[config.mk]
export PLATFORM = sky130hd
export DESIGN_NAME = weight_pingpong_buffer_flat
export DESIGN_NICKNAME = d
export VERILOG_FILES = /design/src/rtl/tpu_pkg.sv /design/src/rtl/weight_pingpong_buffer_if.sv /design/src/rtl/weight_bank.sv /design/src/rtl/weight_pingpong_buffer.sv /design/src/flat_wrapper.sv
export SDC_FILE = /design/constraint.sdc
export NUM_CORES = 1
export LEC_CHECK = 0
export ABC_CLOCK_PERIOD_IN_PS = 3300
export CORE_ASPECT_RATIO = 1.1
export CORE_MARGIN = 5
export CORE_UTILIZATION = 57
export DETAILED_ROUTE_END_ITERATION = 8
export HOLD_SLACK_MARGIN = 0.1
export PLACE_DENSITY = 0.81
export SLEW_MARGIN = 20
export SYNTH_ARGS = -nofsm -noshare
export SYNTH_HDL_FRONTEND = slang
export SYNTH_HIERARCHICAL = 1
export SYNTH_SLANG_ARGS = --single-unit
[constraint.sdc]
create_clock -name clk -period 3.3 [get_ports clk]
set_input_delay 0.825 -clock clk [delete_from_list [all_inputs] [get_ports clk]]
set_output_delay 0.825 -clock clk [all_outputs]
set_load 0.05 [all_outputs]
[src/rtl/tpu_pkg.sv]
// rtl/tpu_pkg.sv - shared defaults, fill-state enum and weight index helpers
package tpu_pkg;

    localparam int DEF_DATA_W = 8;
    localparam int DEF_ROWS   = 2;
    localparam int DEF_COLS   = 2;

    // Shadow-bank fill progress
    typedef enum logic [1:0] {
        FILL_EMPTY   = 2'd0,
        FILL_FILLING = 2'd1,
        FILL_FULL    = 2'd2
    } fill_state_e;

    // Row-major weight index: index = r*cols + c
    function automatic int unsigned idx(input int unsigned r,
                                        input int unsigned c,
                                        input int unsigned cols = DEF_COLS);
        return r * cols + c;
    endfunction

    // Index width for n entries, never narrower than one bit
    function automatic int clog2_min1(input int n);
        return (n <= 1) ? 1 : $clog2(n);
    endfunction

endpackage

[src/rtl/weight_pingpong_buffer_if.sv]
// rtl/weight_pingpong_buffer_if.sv - host load / controller swap / weight output bundle
//
// master : host + array controller side (drives load_* and swap_req)
// slave  : weight_pingpong_buffer side (drives ready/idx/ack/weights/status)
interface weight_pingpong_buffer_if
    import tpu_pkg::*;
#(
    parameter int DATA_W = DEF_DATA_W,
    parameter int ROWS   = DEF_ROWS,
    parameter int COLS   = DEF_COLS
);
    localparam int N     = ROWS * COLS;
    localparam int IDX_W = clog2_min1(N);

    logic                  load_start;
    logic                  load_valid;
    logic [DATA_W-1:0]     load_data;
    logic                  load_ready;
    logic [IDX_W-1:0]      load_idx;
    logic                  swap_req;
    logic                  swap_ack;
    logic [N*DATA_W-1:0]   weights;
    logic                  weights_valid;
    logic                  overflow_err;

    modport master (
        output load_start, load_valid, load_data, swap_req,
        input  load_ready, load_idx, swap_ack, weights, weights_valid, overflow_err
    );

    modport slave (
        input  load_start, load_valid, load_data, swap_req,
        output load_ready, load_idx, swap_ack, weights, weights_valid, overflow_err
    );

endinterface

[src/rtl/weight_bank.sv]
// rtl/weight_bank.sv - N x DATA_W weight register file, one write port, flattened read
//
// clk, rst_n : clock, async active-low reset (clears all entries)
// we         : write enable
// waddr      : entry to write
// wdata      : value to write
// rdata      : all entries, entry k at [k*DATA_W +: DATA_W]
module weight_bank #(
    parameter int DATA_W = 8,
    parameter int N      = 4,
    parameter int IDX_W  = 2
) (
    input  logic                clk,
    input  logic                rst_n,
    input  logic                we,
    input  logic [IDX_W-1:0]    waddr,
    input  logic [DATA_W-1:0]   wdata,
    output logic [N*DATA_W-1:0] rdata
);

    logic [DATA_W-1:0] mem_q [N];
    logic [DATA_W-1:0] mem_d [N];

    always_comb begin
        for (int k = 0; k < N; k++) begin
            mem_d[k] = mem_q[k];
        end
        // Guard keeps non-power-of-two N from writing past the last entry
        if (we && (int'(waddr) < N)) begin
            mem_d[waddr] = wdata;
        end
    end

    always_ff @(posedge clk or negedge rst_n) begin
        if (!rst_n) begin
            for (int k = 0; k < N; k++) begin
                mem_q[k] <= '0;
            end
        end else begin
            for (int k = 0; k < N; k++) begin
                mem_q[k] <= mem_d[k];
            end
        end
    end

    always_comb begin
        rdata = '0;
        for (int k = 0; k < N; k++) begin
            rdata[k*DATA_W +: DATA_W] = mem_q[k];
        end
    end

endmodule

[src/rtl/weight_pingpong_buffer.sv]
// rtl/weight_pingpong_buffer.sv - double-buffered systolic weight store
//
// clk, rst_n : clock, async active-low reset
// bus        : slave side of weight_pingpong_buffer_if
//   load_start/load_valid/load_data in, load_ready/load_idx out : shadow fill
//   swap_req in, swap_ack out : bank swap handshake (ack valid in the cycle
//                               whose closing edge performs the swap)
//   weights/weights_valid out : active bank contents and commit status
//   overflow_err out          : sticky, write attempted while shadow full
module weight_pingpong_buffer
    import tpu_pkg::*;
#(
    parameter int DATA_W = DEF_DATA_W,
    parameter int ROWS   = DEF_ROWS,
    parameter int COLS   = DEF_COLS
) (
    input  logic                    clk,
    input  logic                    rst_n,
    weight_pingpong_buffer_if.slave bus
);

    localparam int N     = ROWS * COLS;
    localparam int IDX_W = clog2_min1(N);
    localparam logic [IDX_W-1:0] LAST_IDX = IDX_W'(N - 1);

    fill_state_e      state_q, state_d;
    logic [IDX_W-1:0] idx_q, idx_d;
    logic             bank_sel_q, bank_sel_d;
    logic             valid_q, valid_d;
    logic             ovf_q, ovf_d;

    fill_state_e      eff_state;
    logic [IDX_W-1:0] eff_idx;
    logic             load_ready;
    logic             swap_go;
    logic             wr_en;
    logic [IDX_W-1:0] wr_idx;
    logic             we0, we1;
    logic [N*DATA_W-1:0] rd0, rd1;

    always_comb begin
        state_d    = state_q;
        idx_d      = idx_q;
        bank_sel_d = bank_sel_q;
        valid_d    = valid_q;
        ovf_d      = ovf_q;
        wr_en      = 1'b0;
        wr_idx     = idx_q;

        load_ready = (state_q != FILL_FULL);
        swap_go    = (state_q == FILL_FULL) && bus.swap_req && !bus.load_start;

        // load_start restarts the fill before this cycle's write is considered,
        // so a coincident byte lands at index 0
        eff_state  = bus.load_start ? FILL_EMPTY : state_q;
        eff_idx    = bus.load_start ? '0 : idx_q;

        if (bus.load_valid && !load_ready) begin
            ovf_d = 1'b1;
        end

        if (bus.load_start) begin
            state_d = FILL_EMPTY;
            idx_d   = '0;
        end

        if (bus.load_valid && (eff_state != FILL_FULL)) begin
            wr_en  = 1'b1;
            wr_idx = eff_idx;
            if (eff_idx == LAST_IDX) begin
                idx_d   = '0;
                state_d = FILL_FULL;
            end else begin
                idx_d   = eff_idx + IDX_W'(1);
                state_d = FILL_FILLING;
            end
        end else if (swap_go) begin
            // Only reachable from FULL, where writes are blocked, so the
            // bank being swapped in is never written in the same cycle
            bank_sel_d = ~bank_sel_q;
            valid_d    = 1'b1;
            state_d    = FILL_EMPTY;
            idx_d      = '0;
        end
    end

    always_ff @(posedge clk or negedge rst_n) begin
        if (!rst_n) begin
            state_q    <= FILL_EMPTY;
            idx_q      <= '0;
            bank_sel_q <= 1'b0;
            valid_q    <= 1'b0;
            ovf_q      <= 1'b0;
        end else begin
            state_q    <= state_d;
            idx_q      <= idx_d;
            bank_sel_q <= bank_sel_d;
            valid_q    <= valid_d;
            ovf_q      <= ovf_d;
        end
    end

    // bank_sel names the active bank; writes always go to the other one
    assign we0 = wr_en &&  bank_sel_q;
    assign we1 = wr_en && !bank_sel_q;

    weight_bank #(.DATA_W(DATA_W), .N(N), .IDX_W(IDX_W)) u_bank0 (
        .clk   (clk),
        .rst_n (rst_n),
        .we    (we0),
        .waddr (wr_idx),
        .wdata (bus.load_data),
        .rdata (rd0)
    );

    weight_bank #(.DATA_W(DATA_W), .N(N), .IDX_W(IDX_W)) u_bank1 (
        .clk   (clk),
        .rst_n (rst_n),
        .we    (we1),
        .waddr (wr_idx),
        .wdata (bus.load_data),
        .rdata (rd1)
    );

    // Mux selected by a flop over register outputs only: no path from load_*
    assign bus.weights       = bank_sel_q ? rd1 : rd0;
    assign bus.weights_valid = valid_q;
    assign bus.load_ready    = load_ready;
    assign bus.load_idx      = idx_q;
    assign bus.swap_ack      = swap_go;
    assign bus.overflow_err  = ovf_q;

endmodule

[src/flat_wrapper.sv]
// flat-port wrapper written by rule: the top's interface ports become plain ports
module weight_pingpong_buffer_flat import tpu_pkg::*;
#(
    parameter int DATA_W = DEF_DATA_W,
    parameter int ROWS   = DEF_ROWS,
    parameter int COLS   = DEF_COLS
)
  (clk, rst_n, bus_load_start, bus_load_valid, bus_load_data, bus_swap_req, bus_load_ready, bus_load_idx, bus_swap_ack, bus_weights, bus_weights_valid, bus_overflow_err);
  weight_pingpong_buffer_if #(.DATA_W(DATA_W), .ROWS(ROWS), .COLS(COLS)) bus_i ();
  input  logic clk;
  input  logic rst_n;
  input wire logic [$bits(bus_i.load_start)-1:0] bus_load_start;
  input wire logic [$bits(bus_i.load_valid)-1:0] bus_load_valid;
  input wire logic [$bits(bus_i.load_data)-1:0] bus_load_data;
  input wire logic [$bits(bus_i.swap_req)-1:0] bus_swap_req;
  output wire logic [$bits(bus_i.load_ready)-1:0] bus_load_ready;
  output wire logic [$bits(bus_i.load_idx)-1:0] bus_load_idx;
  output wire logic [$bits(bus_i.swap_ack)-1:0] bus_swap_ack;
  output wire logic [$bits(bus_i.weights)-1:0] bus_weights;
  output wire logic [$bits(bus_i.weights_valid)-1:0] bus_weights_valid;
  output wire logic [$bits(bus_i.overflow_err)-1:0] bus_overflow_err;
  assign bus_i.load_start = bus_load_start;
  assign bus_i.load_valid = bus_load_valid;
  assign bus_i.load_data = bus_load_data;
  assign bus_i.swap_req = bus_swap_req;
  assign bus_load_ready = bus_i.load_ready;
  assign bus_load_idx = bus_i.load_idx;
  assign bus_swap_ack = bus_i.swap_ack;
  assign bus_weights = bus_i.weights;
  assign bus_weights_valid = bus_i.weights_valid;
  assign bus_overflow_err = bus_i.overflow_err;
  weight_pingpong_buffer #(.DATA_W(DATA_W), .ROWS(ROWS), .COLS(COLS)) u_core (.clk(clk), .rst_n(rst_n), .bus(bus_i));
endmodule
==> results of run 1 <==
## cells in the final DEF (no fill, tap or decap), types with 2 or more instances in the layout
| cell | count |
|---|---|
| mux2_2 | 97 |
| dfrtp_1 | 71 |
| clkdlybuf4s50_1 | 37 |
| buf_4 | 19 |
| clkbuf_8 | 10 |
| nand3b_2 | 4 |
| clkinv_2 | 3 |
| inv_1 | 3 |
| clkinvlp_4 | 2 |
| nand2b_1 | 2 |
| a21boi_0 | 2 |
| nor2_1 | 2 |
| nor3b_4 | 2 |
| nand3_2 | 2 |
## cell families after synthesis
group                      Yosys count  share of synthesized area (%)
DFF                                 71                           56.0
and+or+nand+nor                     19                           5.60
buffers and inverters                8                           1.34
muxes                               98                           34.8
adders and majority gates            1                          0.395
AOI/OAI and AO/OA                    7                           1.58
xor gates and xnor gates             1                          0.276
## worst register-to-register path: stages (launching register included)
cell and delay (ns):
dfrtp_1 0.40, nand2b_1 0.20, o21ai_2 0.27, nor2_1 0.09, buf_4 0.16, nand3b_2 0.23
mux2_2 0.38
## metal layers
metal | part of all wire, % | track usage, %
met5 | 0 | 0
met4 | 1.4 | 7.83
met3 | 4.6 | 4.07
met2 | 50 | 31.8
met1 | 44 | 25.0
## layout make-up
type                            instances  area, um^2
Inverter                                3        11.3
Sequential cell                        71        1780
Timing Repair Buffer                   58         538
Clock inverter                          6        60.1
Fill cell                             386        1430
Multi-Input combinational cell        126        1350
Tap cell                               75        93.8
Clock buffer                           10         138
## registers in the layout, indices dropped and copies added (netlist names)
signal / count
u_core/bank_sel_q: 1
u_core/bus.load_idx: 2
u_core/bus.overflow_err: 1
u_core/bus.weights_valid: 1
u_core/state_q: 2
u_core/u_bank0/rdata: 32
u_core/u_bank1/rdata: 32
## final timing paths
kind | slack (ns) | to | cells past startpoint
worst min-delay path | 0.40 | u_core/u_bank1/rdata[26] | 1
worst min register to register | 0.48 | u_core/bus.weights_valid | 1
min in group clk | 0.48 | u_core/bus.weights_valid | 1
max in group asynchronous | 2.17 | u_core/u_bank1/rdata[22] | 2
worst max register to register | 1.43 | u_core/u_bank0/rdata[9] | 6
worst max-delay path | 0.42 | bus_weights[17] | 3
## where the power goes
group	internal (mW)	switching [mW]	total (mW)
Combinational	0.737	1.03	1.77
Sequential	1.19	0.146	1.33
Clock	0.365	0.315	0.680
Total	2.29	1.49	3.78
==> reports/metrics.cfg, run 1 <==
[run_status]
status = complete, no violations

[finish]
diodes = 0
finalNonFillerCells = 349
design_area_um2 = 3970
final_util_pct = 73.6
areaGrowthSynthToFinish_pct = 25.2
final_layout_size_suffix_gt1_share_pct = 52.9
nets = 283

[logic_synthesis]
synth-edff-count = 0
syn-cell-area_um2 = 3170
synth.top_cell.area_share_pct = 56.0
yosys-top-cells-area = dfrtp_1, mux2_2, nand3b_2, nor3b_4, buf_2
yosysUniqueCellTypes = 26
ys.flop_type = dfrtp_1
synth_cells = 205
yosysMostFrequentCell = mux2_2
syn_nets = 219
ys_seq_area_share_pct = 56.0
ys_top_cells_by_count = mux2_2, dfrtp_1, buf_2, nand3b_2, inv_1
synthArstFlopShare_pct = 100
yosysTopAreaCell = dfrtp_1
ys_ff_latch = 71
yosysWarnings = 6
synth_area_per_cell_um2 = 15.5

[global_route]
grt_max_degree = 31
gr-usage-all-layers_pct = 19.3
overflow = 0
grt_pass1_vias = 2073
grt_pass1_wl_um = 10300
grt_antenna_before_repair = 0

[routing]
dr.pass1.iters = 4
viasPerCell = 5.39
vias = 1881
drc = 0
drtIter0Drc = 76
wl_um = 5920
wl_per_cell_um = 17.0
drtAntennaViolNets = 0

[sta]
setup_viol = 0
fin_ws_ns = 0.421
rsz0062_at_grt = false
worst_slew_pin_slew_ns = 0.514
setup_tns_ns = 0
slew_viol_final = 0
max_freq_mhz = 347
hold_viol = 0
fin_skew_ns = 0.00936
slew_headroom_pct = 65.6
fin_crit_ns = 2.88
whs_ns = 0.403
fin_crit_sh_pct = 87.2

[critical_path]
crit_start = u_core/bank_sel_q
timing.rr.start = u_core/state_q[0]
cp_top_family = buffers and inverters
max_stage_delay_ns = 0.71
critPathMaxFanout = 20
critPathCaptureType = primary output
path_cells = buf_4 > mux2_2 > clkdlybuf4s50_1
start_kind = flip-flop
path_class = reg -> out
crit_arrival_ns = 2.05
slowest_stage = clkdlybuf4s50_1
path_buf_inv = 2
required_ns = 2.47

[place]
placed_cell_area_um2 = 3770
gp_congestion = 0.799
io_buffers = 50
dp_hpwl_um = 4150
place_ws_ns = 0.457
placed_cells = 333

[clocking]
cts_setup_buffers = 0
cts.clk_slew.worst_paths_ns = 0.07
cts_buffers = 9
worstSkewPairLatency_ns = 0.34
cts_tree = done
clockBufferDepth = 2
ctsHoldBuffers = 0
cts-root-buf = clkbuf_8
cts_sinks = 71
cts_htree_levels = 3
ctsResizeCount = 0

[floorplan]
coreArea_um2 = 5400
die_area_um2 = 7160
die_width_um = 81.1
start_util_pct = 58.8
rows = 28
pin_count = 51
fp.dieH_um = 88.2

[power]
power.total_mw = 3.78
cellLeakagePower_nw = 1.79
vdd_drop_max_v = 0.000546
p_per_area_nw_per_um2 = 953

[hold_path]
hold_class = in -> async

[run]
cap_violations = 0

No activity file was read; power rests on OpenSTA's default activity.
==> run 2, diff against run 1 <==
- ABC_CLOCK_PERIOD_IN_PS: 3300 -> 3500
- clock period: 3.3 -> 3.5 ns (I/O delays scaled with it)
==> reports/metrics.cfg, run 2 (synthesis results as in run 1) <==
[power]
vdd_drop_max_v = 0.000674  ; was 0.000546 V
power.switching_mw = 1.41  ; was 1.49 mW
p_seq_share_pct = 35.0  ; was 35.2%
combPwrFrac_pct = 47.2  ; was 46.8%
p_int_mw = 2.18  ; was 2.29 mW
p_clk_share_pct = 17.8  ; was 18.0%
cellLeakagePower_nw = 1.77  ; was 1.79 nW
sw_frac_of_total_pct = 39.2  ; was 39.5%
p_per_area_nw_per_um2 = 900  ; was 953 nW/um^2

[clocking]
cts_sinks = 71  ; unchanged
worstSkewPairLatency_ns = 0.34  ; about the same
cts_tree = done  ; unchanged
cts_htree_levels = 3  ; unchanged
clockBufferDepth = 2  ; unchanged
ctsHoldBuffers = 0  ; unchanged
cts_buffers = 9  ; unchanged
cts.clk_slew.worst_paths_ns = 0.07  ; about the same
ctsResizeCount = 0  ; unchanged
cts_setup_buffers = 0  ; unchanged
cts-root-buf = clkbuf_8  ; unchanged

[routing]
dr.pass1.iters = 4  ; unchanged
drc = 0  ; unchanged
wl_per_cell_um = 17.3  ; was 17.0 um
drtIter0Drc = 43  ; was 76
wl_um = 5970  ; was 5920 um
drtAntennaViolNets = 0  ; unchanged
vias = 1890  ; was 1881
viasPerCell = 5.46  ; was 5.39

[finish]
areaGrowthSynthToFinish_pct = 25.7  ; was 25.2%
final_cell_mix = mux2_2, dfrtp_1, clkdlybuf4s50_1  ; unchanged
layout_commonest_cell = mux2_2  ; unchanged
final_layout_size_suffix_gt1_share_pct = 48.3  ; was 52.9%
final_util_pct = 73.9  ; was 73.6%
diodes = 0  ; unchanged
nets = 280  ; was 283

[run_status]
status = complete, no violations  ; unchanged

[critical_path]
path_buf_inv = 2  ; unchanged
max_stage_delay_ns = 0.53  ; was 0.71 ns
critPathMaxFanout = 8  ; was 20
critPathCaptureType = primary output  ; unchanged
start_kind = input port  ; was flip-flop
cp_top_family = buffers and inverters  ; unchanged
path_cells = clkdlybuf4s50_1 > and4bb_1 > buf_12  ; was buf_4 > mux2_2 > clkdlybuf4s50_1
slowest_stage = clkdlybuf4s50_1  ; unchanged
required_ns = 2.62  ; was 2.47 ns
path_class = in -> out  ; was reg -> out
crit_arrival_ns = 2.09  ; was 2.05 ns

[sta]
fin_crit_ns = 2.96
hold_viol = 0  ; unchanged
setup_viol = 0  ; unchanged
rsz0062_at_grt = false  ; unchanged
fin_skew_ns = 0.00808  ; was 0.00936 ns
max_freq_mhz = 338
setup_tns_ns = 0  ; unchanged
slew_viol_final = 0  ; unchanged
fin_crit_sh_pct = 84.6
slew_headroom_pct = 58.5  ; was 65.6%
worst_slew_pin_slew_ns = 0.623  ; was 0.514 ns

[place]
dp_hpwl_um = 4130  ; was 4150 um
gp_congestion = 0.835  ; was 0.799
io_buffers = 50  ; unchanged

[global_route]
grt_antenna_before_repair = 0  ; unchanged
grt_pass1_wl_um = 10100  ; was 10300 um
gr-usage-all-layers_pct = 19.0  ; was 19.3%
grt_max_degree = 45  ; was 31
overflow = 0  ; unchanged
grt_pass1_vias = 2055  ; was 2073

[run]
cap_violations = 0  ; unchanged

[hold_path]
hold_class = reg -> reg  ; was in -> async

[floorplan]
die_area_um2 = 7160  ; unchanged
coreArea_um2 = 5400  ; unchanged
rows = 28  ; unchanged
start_util_pct = 58.8  ; unchanged
die_width_um = 81.1  ; unchanged
pin_count = 51  ; unchanged
fp.dieH_um = 88.2  ; unchanged

-- run 2: cell count changes in the layout (fill, tap and decap cells not counted), sizes merged --
cell           before  now
buf                21    7
clkdlybuf4s50      37   48
-- run 2: layout make-up --
type                            instances  area, um^2
Fill cell                             375        1410
Clock inverter                          6        60.1
Timing Repair Buffer                   55         556
Clock buffer                           10         138
Inverter                                3        11.3
Tap cell                               75        93.8
Sequential cell                        71        1780
Multi-Input combinational cell        126        1350
-- run 2: final timing paths --
path / cells after the start / slack, ns / endpoint / from
worst max register to register: 5 / 1.46 / u_core/u_bank1/rdata[3] / u_core/state_q[0]
worst min register to register: 1 / 0.48 / u_core/bus.weights_valid / u_core/bus.weights_valid
worst max-delay path: 3 / 0.54 / bus_swap_ack / bus_load_start
min in group asynchronous: 1 / 0.55 / u_core/u_bank1/rdata[26] / rst_n
worst min-delay path: 1 / 0.48 / u_core/bus.weights_valid / u_core/bus.weights_valid
max in group asynchronous: 2 / 2.30 / u_core/u_bank1/rdata[3] / rst_n
-- run 2: power by group through the flow --
stage | combinational (mW) | clock [mW] | sequential [mW]
3_5_place_dp | 1.70 | 0 | 1.27
5_1_grt | 1.78 | 0.693 | 1.29
6_report | 1.69 | 0.639 | 1.26
4_1_cts | 1.71 | 0.662 | 1.26
3_3_place_gp | 1.69 | 0 | 1.26
2_1_floorplan | 1.22 | 0 | 1.25
-- run 2: layer usage --
metal	wire [um]	global-route usage, %
met1	2660	23.9
met2	2930	30.9
met3	275	3.87
met4	115	10.3
met5	0	0
-- run 2: through the flow --
stage | setup WS (ns) | hold slack [ns] | power, mW | instance area [um^2] | std cells
finish | 0.539 | 0.479 | 3.59 | 3990 | 346
CTS | 0.525 | 0.482 | 3.63 | 3990 | 346
global route | 0.486 | 0.521 | 3.76 | 3990 | 346
global placement | 0.589 | 0.462 | 2.94 | 3790 | 330
detailed placement | 0.543 | 0.461 | 2.98 | 3790 | 330
floorplan | 0.861 | 0.474 | 2.46 | 3170 | 205
-- run 2: worst register-to-register path, cell delays in order, from the launching register on --
cell and delay, ns:
dfrtp_1 0.41, nand2b_1 0.21, o21ai_2 0.11, nor2_1 0.31, nor3b_4 0.50, mux2_2 0.39
